$ cat src/rtl/multicycle_adder_pkg.sv
// Shared definitions for the multi-cycle adder: FSM state encodings and the
// default operand/slice widths also used by the ALU.
package multicycle_adder_pkg;

    localparam int DEFAULT_WIDTH = 32;
    localparam int DEFAULT_CHUNK = 8;

    typedef enum logic [1:0] {
        ST_IDLE = 2'd0,
        ST_RUN  = 2'd1,
        ST_DONE = 2'd2
    } state_t;

endpackage

$ cat src/rtl/chunk_adder.sv
// One CHUNK-bit slice of the adder: a combinational ripple of full-adder cells.
// c_msb is the carry into the slice MSB, so the top slice can report signed
// overflow as c_msb ^ cout.
module chunk_adder #(
    parameter int CHUNK = 8
) (
    input  logic [CHUNK-1:0] a,
    input  logic [CHUNK-1:0] b,
    input  logic             cin,
    output logic [CHUNK-1:0] s,
    output logic             cout,
    output logic             c_msb
);

    // Ripple the carry through CHUNK full-adder cells, LSB first.
    always_comb begin
        logic c;
        // NOTE: blocking assignments here are intentional; c is a scratch
        // variable that must carry each cell's result into the next iteration.
        c     = cin;
        s     = '0;
        c_msb = 1'b0;
        for (int i = 0; i < CHUNK; i++) begin
            if (i == CHUNK - 1) begin
                c_msb = c;
            end
            s[i] = a[i] ^ b[i] ^ c;
            c    = (a[i] & b[i]) | (c & (a[i] ^ b[i]));
        end
        cout = c;
    end

endmodule

$ cat src/rtl/multicycle_adder.sv
// Multi-cycle two's-complement adder/subtractor. A WIDTH-bit operation is
// resolved one CHUNK-bit slice per clock with the carry held in a register,
// behind valid/ready handshakes on both sides.
// Optional feature: define MULTICYCLE_ADDER_CIN_EN to add an external carry-in
// port (in_cin), giving initial carry = in_sub ^ in_cin for chained words.
module multicycle_adder
    import multicycle_adder_pkg::*;
#(
    parameter int WIDTH = DEFAULT_WIDTH,
    parameter int CHUNK = DEFAULT_CHUNK
) (
    input  logic             clock,
    input  logic             reset,
    input  logic             in_valid,
    output logic             in_ready,
    input  logic [WIDTH-1:0] in_a,
    input  logic [WIDTH-1:0] in_b,
    input  logic             in_sub,
`ifdef MULTICYCLE_ADDER_CIN_EN
    input  logic             in_cin,
`endif
    output logic             out_valid,
    input  logic             out_ready,
    output logic [WIDTH-1:0] sum,
    output logic             cout,
    output logic             overflow
);

    localparam int NCHUNK = WIDTH / CHUNK;
    localparam int IDX_W  = (NCHUNK > 1) ? $clog2(NCHUNK) : 1;
    localparam logic [IDX_W-1:0] LAST_IDX = IDX_W'(NCHUNK - 1);

    if (CHUNK < 1) begin : g_bad_chunk
        $error("multicycle_adder: CHUNK (%0d) must be at least 1", CHUNK);
    end
    if (WIDTH % CHUNK != 0) begin : g_bad_width
        $error("multicycle_adder: WIDTH (%0d) must be a multiple of CHUNK (%0d)", WIDTH, CHUNK);
    end

    state_t             state;
    state_t             next_state;
    logic [IDX_W-1:0]   idx;
    logic               carry;
    logic [WIDTH-1:0]   a_reg;
    logic [WIDTH-1:0]   b_reg;
    logic [WIDTH-1:0]   acc;
    logic [WIDTH-1:0]   merged;
    logic [CHUNK-1:0]   slice_s;
    logic               slice_cout;
    logic               slice_cmsb;
    logic               cin0;
    logic               accept;
    logic               last;
    logic               out_fire;

    assign in_ready = (state == ST_IDLE);
    assign accept   = in_valid && in_ready;
    assign last     = (state == ST_RUN) && (idx == LAST_IDX);
    assign out_fire = out_valid && out_ready;

`ifdef MULTICYCLE_ADDER_CIN_EN
    assign cin0 = in_sub ^ in_cin;
`else
    assign cin0 = in_sub;
`endif

    chunk_adder #(
        .CHUNK (CHUNK)
    ) u_chunk (
        .a     (a_reg[idx*CHUNK +: CHUNK]),
        .b     (b_reg[idx*CHUNK +: CHUNK]),
        .cin   (carry),
        .s     (slice_s),
        .cout  (slice_cout),
        .c_msb (slice_cmsb)
    );

    // Full result as it will look once the current slice is written back.
    always_comb begin
        merged = acc;
        merged[idx*CHUNK +: CHUNK] = slice_s;
    end

    // Next-state logic: accept -> run NCHUNK slices -> hold until taken.
    always_comb begin
        next_state = state;
        case (state)
            ST_IDLE: if (accept)   next_state = ST_RUN;
            ST_RUN:  if (last)     next_state = ST_DONE;
            ST_DONE: if (out_fire) next_state = ST_IDLE;
            default:               next_state = ST_IDLE;
        endcase
    end

    // Control state, slice counter, carry and result registers.
    always_ff @(posedge clock or posedge reset) begin
        if (reset) begin
            state     <= ST_IDLE;
            idx       <= '0;
            carry     <= 1'b0;
            sum       <= '0;
            cout      <= 1'b0;
            overflow  <= 1'b0;
            out_valid <= 1'b0;
        end else begin
            state <= next_state;
            if (accept) begin
                idx   <= '0;
                carry <= cin0;
            end else if (state == ST_RUN) begin
                idx   <= idx + 1'b1;
                carry <= slice_cout;
            end
            if (last) begin
                sum       <= merged;
                cout      <= slice_cout;
                overflow  <= slice_cmsb ^ slice_cout;
                out_valid <= 1'b1;
            end else if (out_fire) begin
                out_valid <= 1'b0;
            end
        end
    end

    // Operand capture and partial-result accumulator.
    // NOTE: these datapath registers are deliberately not reset; they are
    // always written before being read, and the control path discards them.
    always_ff @(posedge clock) begin
        if (accept) begin
            a_reg <= in_a;
            b_reg <= in_sub ? ~in_b : in_b;
        end
        if (state == ST_RUN) begin
            acc[idx*CHUNK +: CHUNK] <= slice_s;
        end
    end

endmodule

$ cat config.mk
export PLATFORM = sky130hd
export DESIGN_NAME = multicycle_adder
export DESIGN_NICKNAME = d
export VERILOG_FILES = /design/src/rtl/multicycle_adder_pkg.sv /design/src/rtl/chunk_adder.sv /design/src/rtl/multicycle_adder.sv
export SDC_FILE = /design/constraint.sdc
export NUM_CORES = 1
export LEC_CHECK = 0
export ABC_AREA = 1
export BUFFER_PORTS_ARGS = -buffer_cell sky130_fd_sc_hd__buf_2
export CAP_MARGIN = 20
export CORE_MARGIN = 5
export CORE_UTILIZATION = 55
export CTS_BUF_LIST = sky130_fd_sc_hd__clkbuf_16
export DETAILED_ROUTE_END_ITERATION = 10
export HOLD_SLACK_MARGIN = 0.05
export PLACE_DENSITY = 0.87
export SLEW_MARGIN = 20
export SYNTH_ARGS = -nofsm -noshare
export SYNTH_HDL_FRONTEND = slang
export SYNTH_SLANG_ARGS = --single-unit
$ cat constraint.sdc
create_clock -name clock -period 8.67 [get_ports clock]
set_clock_uncertainty 0.15 [all_clocks]
set_input_delay 1.3005 -clock clock [delete_from_list [all_inputs] [get_ports clock]]
set_output_delay 1.3005 -clock clock [all_outputs]
set_load 0.1 [all_outputs]
==> results.json, run 1 <==
{
  "grt_start_max_net_pins": 66,
  "hpwl_um": 8834,
  "clk_latency_ps": 410,
  "critPathRequiredTime_ps": 8670,
  "die_w_um": 114.9,
  "core_sq_mm": 0.01084,
  "drc": 0,
  "gr-total-overflow": 0,
  "port_buffers": 104,
  "rows": 38,
  "cts_buffers": 17,
  "initialDrtViolationCount": 333,
  "synth_nets": 655,
  "final_cell_mix": "nand2_1 (225), buf_2 (104), edfxtp_1 (96)",
  "syn-cell-area_sq_mm": 0.006057,
  "ys_seq_area_share_pct": 64.12,
  "fp.dieH_um": 114.9,
  "grt_pass1_vias": 4427,
  "grt_pass1_wl_um": 21450,
  "htreeDepth": 4,
  "path_max_fanout": 21,
  "setup_violations": 0,
  "postSynthRegisterBits": 136,
  "period_minus_slack_ps": 5334,
  "rsz0062_at_grt": "no",
  "hold_viol_final": 0,
  "finalSetupTns_ps": 0,
  "antenna_found_initial": 0,
  "synthCells": 572,
  "drv_cap": 0,
  "preCtsSetupSlack_ps": 3368,
  "fmax_mhz": 187.5,
  "synth.distinct_cells": 19,
  "fp.dieArea_sq_mm": 0.01321,
  "synth_area_per_cell_sq_um": 10.59,
  "wl_per_cell_um": 15.76,
  "area_delta_synth_final_pct": 19.89,
  "n_antenna_cell": 0,
  "path_clk_slew_ps": 60,
  "cts_tree": "done",
  "clockRootBuffer": "clkbuf_16",
  "wl_um": 13050,
  "hold_buffers": 0,
  "setup_ws_ps": 3336,
  "regArea_sq_mm": 0.003884,
  "cts_buffer_depth": 2,
  "grt.total_usage_pct": 21.21,
  "place_area_sq_mm": 0.006651,
  "vias": 4315,
  "ys_warn_count": 0,
  "ios": 105,
  "worstPathArrival_ps": 5340,
  "worstSetupPathType": "reg2reg",
  "cts_setup_buffers": 0,
  "drv_slew": 0,
  "endpoint_kind": "register",
  "hold_class": "reg2reg",
  "multi_input_area_sq_mm": 0.001907,
  "first_pass_iters": 5,
  "worstMarginPinSlew_ps": 1016,
  "fin_nets": 758,
  "final_common_cell": "nand2_1",
  "antenna_left": 0,
  "clock_sinks": 136,
  "routabilityCongestion": 0.8755,
  "drive_gt1_share_pct": 21.22,
  "finalInstanceArea_sq_mm": 0.007262,
  "fillers": 797,
  "via_per_inst": 5.211,
  "start_kind": "register",
  "period_share_pct": 61.52,
  "post_cts_resized": 0,
  "relSlewSlack_pct": 32.09,
  "outcome": "completed",
  "start_util_pct": 55.87
}
-- stage by stage --
step / instances / hold slack (ps) / utilization [%]
floorplan: 572 / 315.2 / -
global placement: 796 / 307.3 / 61.36
detailed placement: 796 / 310.9 / 61.36
CTS: 828 / 329.0 / 66.99
global route: 828 / 350.0 / 66.99
finish: 828 / 321.0 / 66.99
-- synth_stat cells --
master	number	area share, %
ha_1	6	1.2
edfxtp_1	96	48
fa_1	8	2.6
xor2_1	33	4.8
nor2_2	3	0.31
inv_2	4	0.25
o21ai_0	13	1.1
o22ai_1	5	0.52
nand3_1	56	4.6
inv_1	30	1.9
buf_4	2	0.25
buf_2	18	1.5
o21bai_1	6	0.74
buf_6	3	0.56
nor2_1	21	1.3
clkbuf_1	2	0.12
nor2_4	1	0.19
nand2_1	225	14
dfrtp_1	40	17
-- critical path: stages (launching register included) --
cell	delay, ps
dfrtp_1	750
inv_1	490
nand3_1	200
nand2_1	80
fa_1	410
fa_1	390
fa_1	390
fa_1	390
fa_1	370
inv_1	80
fa_1	160
inv_1	50
fa_1	390
inv_1	100
fa_1	450
nand3_1	130
o21bai_1	100
-- metal layers --
| metal | global-route usage [%] | up-vias | share of wire [%] |
|---|---|---|---|
| met5 | 0 | - | 0 |
| met3 | 5.684 | 36 | 8.1 |
| met1 | 26.67 | 1992 | 40 |
| li1 | - | 2073 | - |
| met4 | 10.49 | 0 | 3.3 |
| met2 | 34.18 | 214 | 48 |
-- worst paths after layout --
path / start / depth (start not counted) / slack [ps] / to
worst max-delay path: idx[1] / 16 / 3340 / acc[31]
worst min-delay path: sum[1] / 2 / 320 / sum[1]
worst max register to register: idx[1] / 16 / 3340 / acc[31]
worst min register to register: sum[1] / 2 / 320 / sum[1]
max in group asynchronous: reset / 3 / 7140 / sum[2]
min in group asynchronous: reset / 3 / 860 / sum[11]
-- cell families after synthesis --
family | count (synthesis) | synth area share, %
compound gates | 24 | 2.334
xor+xnor | 33 | 4.772
fa+ha+maj | 14 | 3.883
buf+inv | 59 | 4.524
flops | 136 | 64.12
simple gates | 306 | 20.37
-- layout make-up --
type,instances,share of cell area [%]
Clock inverter,15,2.550
Inverter,34,1.757
Multi-Input combinational cell,377,26.26
Clock buffer,17,5.858
Sequential cell,136,53.48
Timing Repair Buffer,109,7.684
Tap cell,140,2.412
Power of run 1 is not shown: default switching activity piles up to over one toggle a cycle in this logic, so the estimate is an artifact.
==> inputs of run 2 (changes only) <==
Clock period 8.67 ns to 5.53 ns, I/O delays scaled along.
==> run 2 against run 1 <==
  * Cell count up 0.36%
  * Sequential cell count unchanged
  * First-iteration DRC count up 34%
  * Wire length up 3.4%
  * Worst setup slack worse by 2700 ps
  * Register-to-register slack worse by 2700 ps
  * Via count up 2.5%
  * Utilization down 0.39 points
  * Largest cell class unchanged
  * Maximum frequency up 8.6%
  * Sequential share of layout area up 0.32 points
  * Non-clock buffer count up 3
==> results.json, run 2 (synthesis gave the netlist of run 1 again) <==
{
  "rr_startpoint": "idx[1]",
  "hold_buffers": 0,
  "antenna_left": 0,
  "rrSetupSlack_ps": 620,
  "drv_cap": 0,
  "clock_sinks": 136,
  "period_share_pct": 88.85,
  "first_pass_iters": 5,
  "relSlewSlack_pct": 31.87,
  "area_delta_synth_final_pct": 19.19,
  "finalSetupTns_ps": 0,
  "fmax_mhz": 203.5,
  "hpwl_um": 9421,
  "rsz0062_at_grt": "no",
  "ios": 105,
  "antenna_found_initial": 0,
  "start_kind": "register",
  "outcome": "completed",
  "period_minus_slack_ps": 4913,
  "port_buffers": 104,
  "setup_violations": 0,
  "core_sq_mm": 0.01084,
  "post_cts_resized": 0,
  "path_clk_slew_ps": 60,
  "hold_depth": 2,
  "drv_slew": 0,
  "final_cell_mix": "nand2_1 (225), buf_2 (104), edfxtp_1 (96)",
  "fillers": 801,
  "path_max_fanout": 14,
  "worstPathArrival_ps": 4920,
  "min_to": "sum[1]",
  "hold_class": "reg2reg",
  "vias": 4421,
  "initialDrtViolationCount": 445,
  "min_from": "sum[1]",
  "wl_um": 13490,
  "rows": 38,
  "timing.rr.end": "acc[15]",
  "critPathRequiredTime_ps": 5530,
  "routabilityCongestion": 0.9220,
  "grt.total_usage_pct": 21.75,
  "worstSetupPathType": "reg2reg",
  "fp.dieArea_sq_mm": 0.01321,
  "r2r_cells": 16,
  "fp.dieH_um": 114.9,
  "clk_latency_ps": 410,
  "gr-total-overflow": 0,
  "via_per_inst": 5.320,
  "endpoint_kind": "register",
  "hold_viol_final": 0,
  "n_antenna_cell": 0,
  "grt_pass1_wl_um": 22260,
  "worstMarginPinSlew_ps": 1020,
  "finalInstanceArea_sq_mm": 0.007219,
  "final_cells": 831,
  "cts_tree": "done",
  "final_common_cell": "nand2_1",
  "htreeDepth": 4,
  "cts_setup_buffers": 0,
  "place_inst": 799,
  "start_util_pct": 55.87,
  "cts_buffer_depth": 2,
  "drive_gt1_share_pct": 21.27,
  "grt_pass1_vias": 4666,
  "cts_buffers": 17,
  "grt_start_max_net_pins": 66,
  "clockRootBuffer": "clkbuf_16",
  "fin_nets": 761,
  "place_area_sq_mm": 0.006674,
  "drc": 0,
  "die_w_um": 114.9,
  "wl_per_cell_um": 16.23
}
## run 2: cell count changes in the layout (fill, tap and decap cells not counted)
| cell | change |
|---|---|
| clkinv_2 | +4 |
| buf_4 | +3 |
| bufinv_16 | -2 |
| clkinv_4 | -2 |
| clkinvlp_4 | -2 |
| clkinv_1 | +1 |
| inv_1 | +1 |
## run 2: metal layers
layer	up-vias	share of wire, %	global-route usage (%)
li1	2078	-	-
met5	-	0	0
met3	45	8.5	6.211
met2	228	49	35.15
met1	2070	39	27.07
met4	0	3.5	10.56
## run 2: stage by stage
stage          util [%]  hold slack, ps  setup WS [ps]
2_1_floorplan         -           315.2          837.2
3_3_place_gp      61.57           308.1          932.9
3_5_place_dp      61.57           311.4          686.8
4_1_cts           66.60           326.9          675.4
5_1_grt           66.60           344.5          430.7
6_report          66.60           323.1          616.9
## run 2: layout make-up
type	count	area, sq um	area share, %
multi-input combinational	377	1907	26.41
timing repair buffer	112	580.6	8.042
sequential	136	3884	53.80
tap	140	175.2	2.426
clock buffer	17	425.4	5.893
inverter	34	127.6	1.768
clock inverter	15	120.1	1.664
## run 2: how the worst max path moves through the flow
| stage | from | end | slack [ps] |
|---|---|---|---|
| after floorplan | idx[0] | acc[15] | 840 |
| after global placement | idx[1] | acc[31] | 930 |
| after detailed placement | idx[0] | acc[31] | 690 |
| after CTS | idx[0] | acc[31] | 680 |
| after global routing | idx[0] | sum[31] | 430 |
| final | idx[1] | acc[15] | 620 |
## run 2: critical path: stages, from the launching register on
cell and delay [ps]:
dfrtp_1 630, inv_1 150, nand3_1 130, nand2_1 100, fa_1 440, fa_1 400
fa_1 420, fa_1 390, fa_1 370, inv_1 70, fa_1 160, inv_1 50
fa_1 390, inv_1 80, fa_1 460, nand3_1 150, o21bai_1 100
Power of run 2 is left out for the same reason.
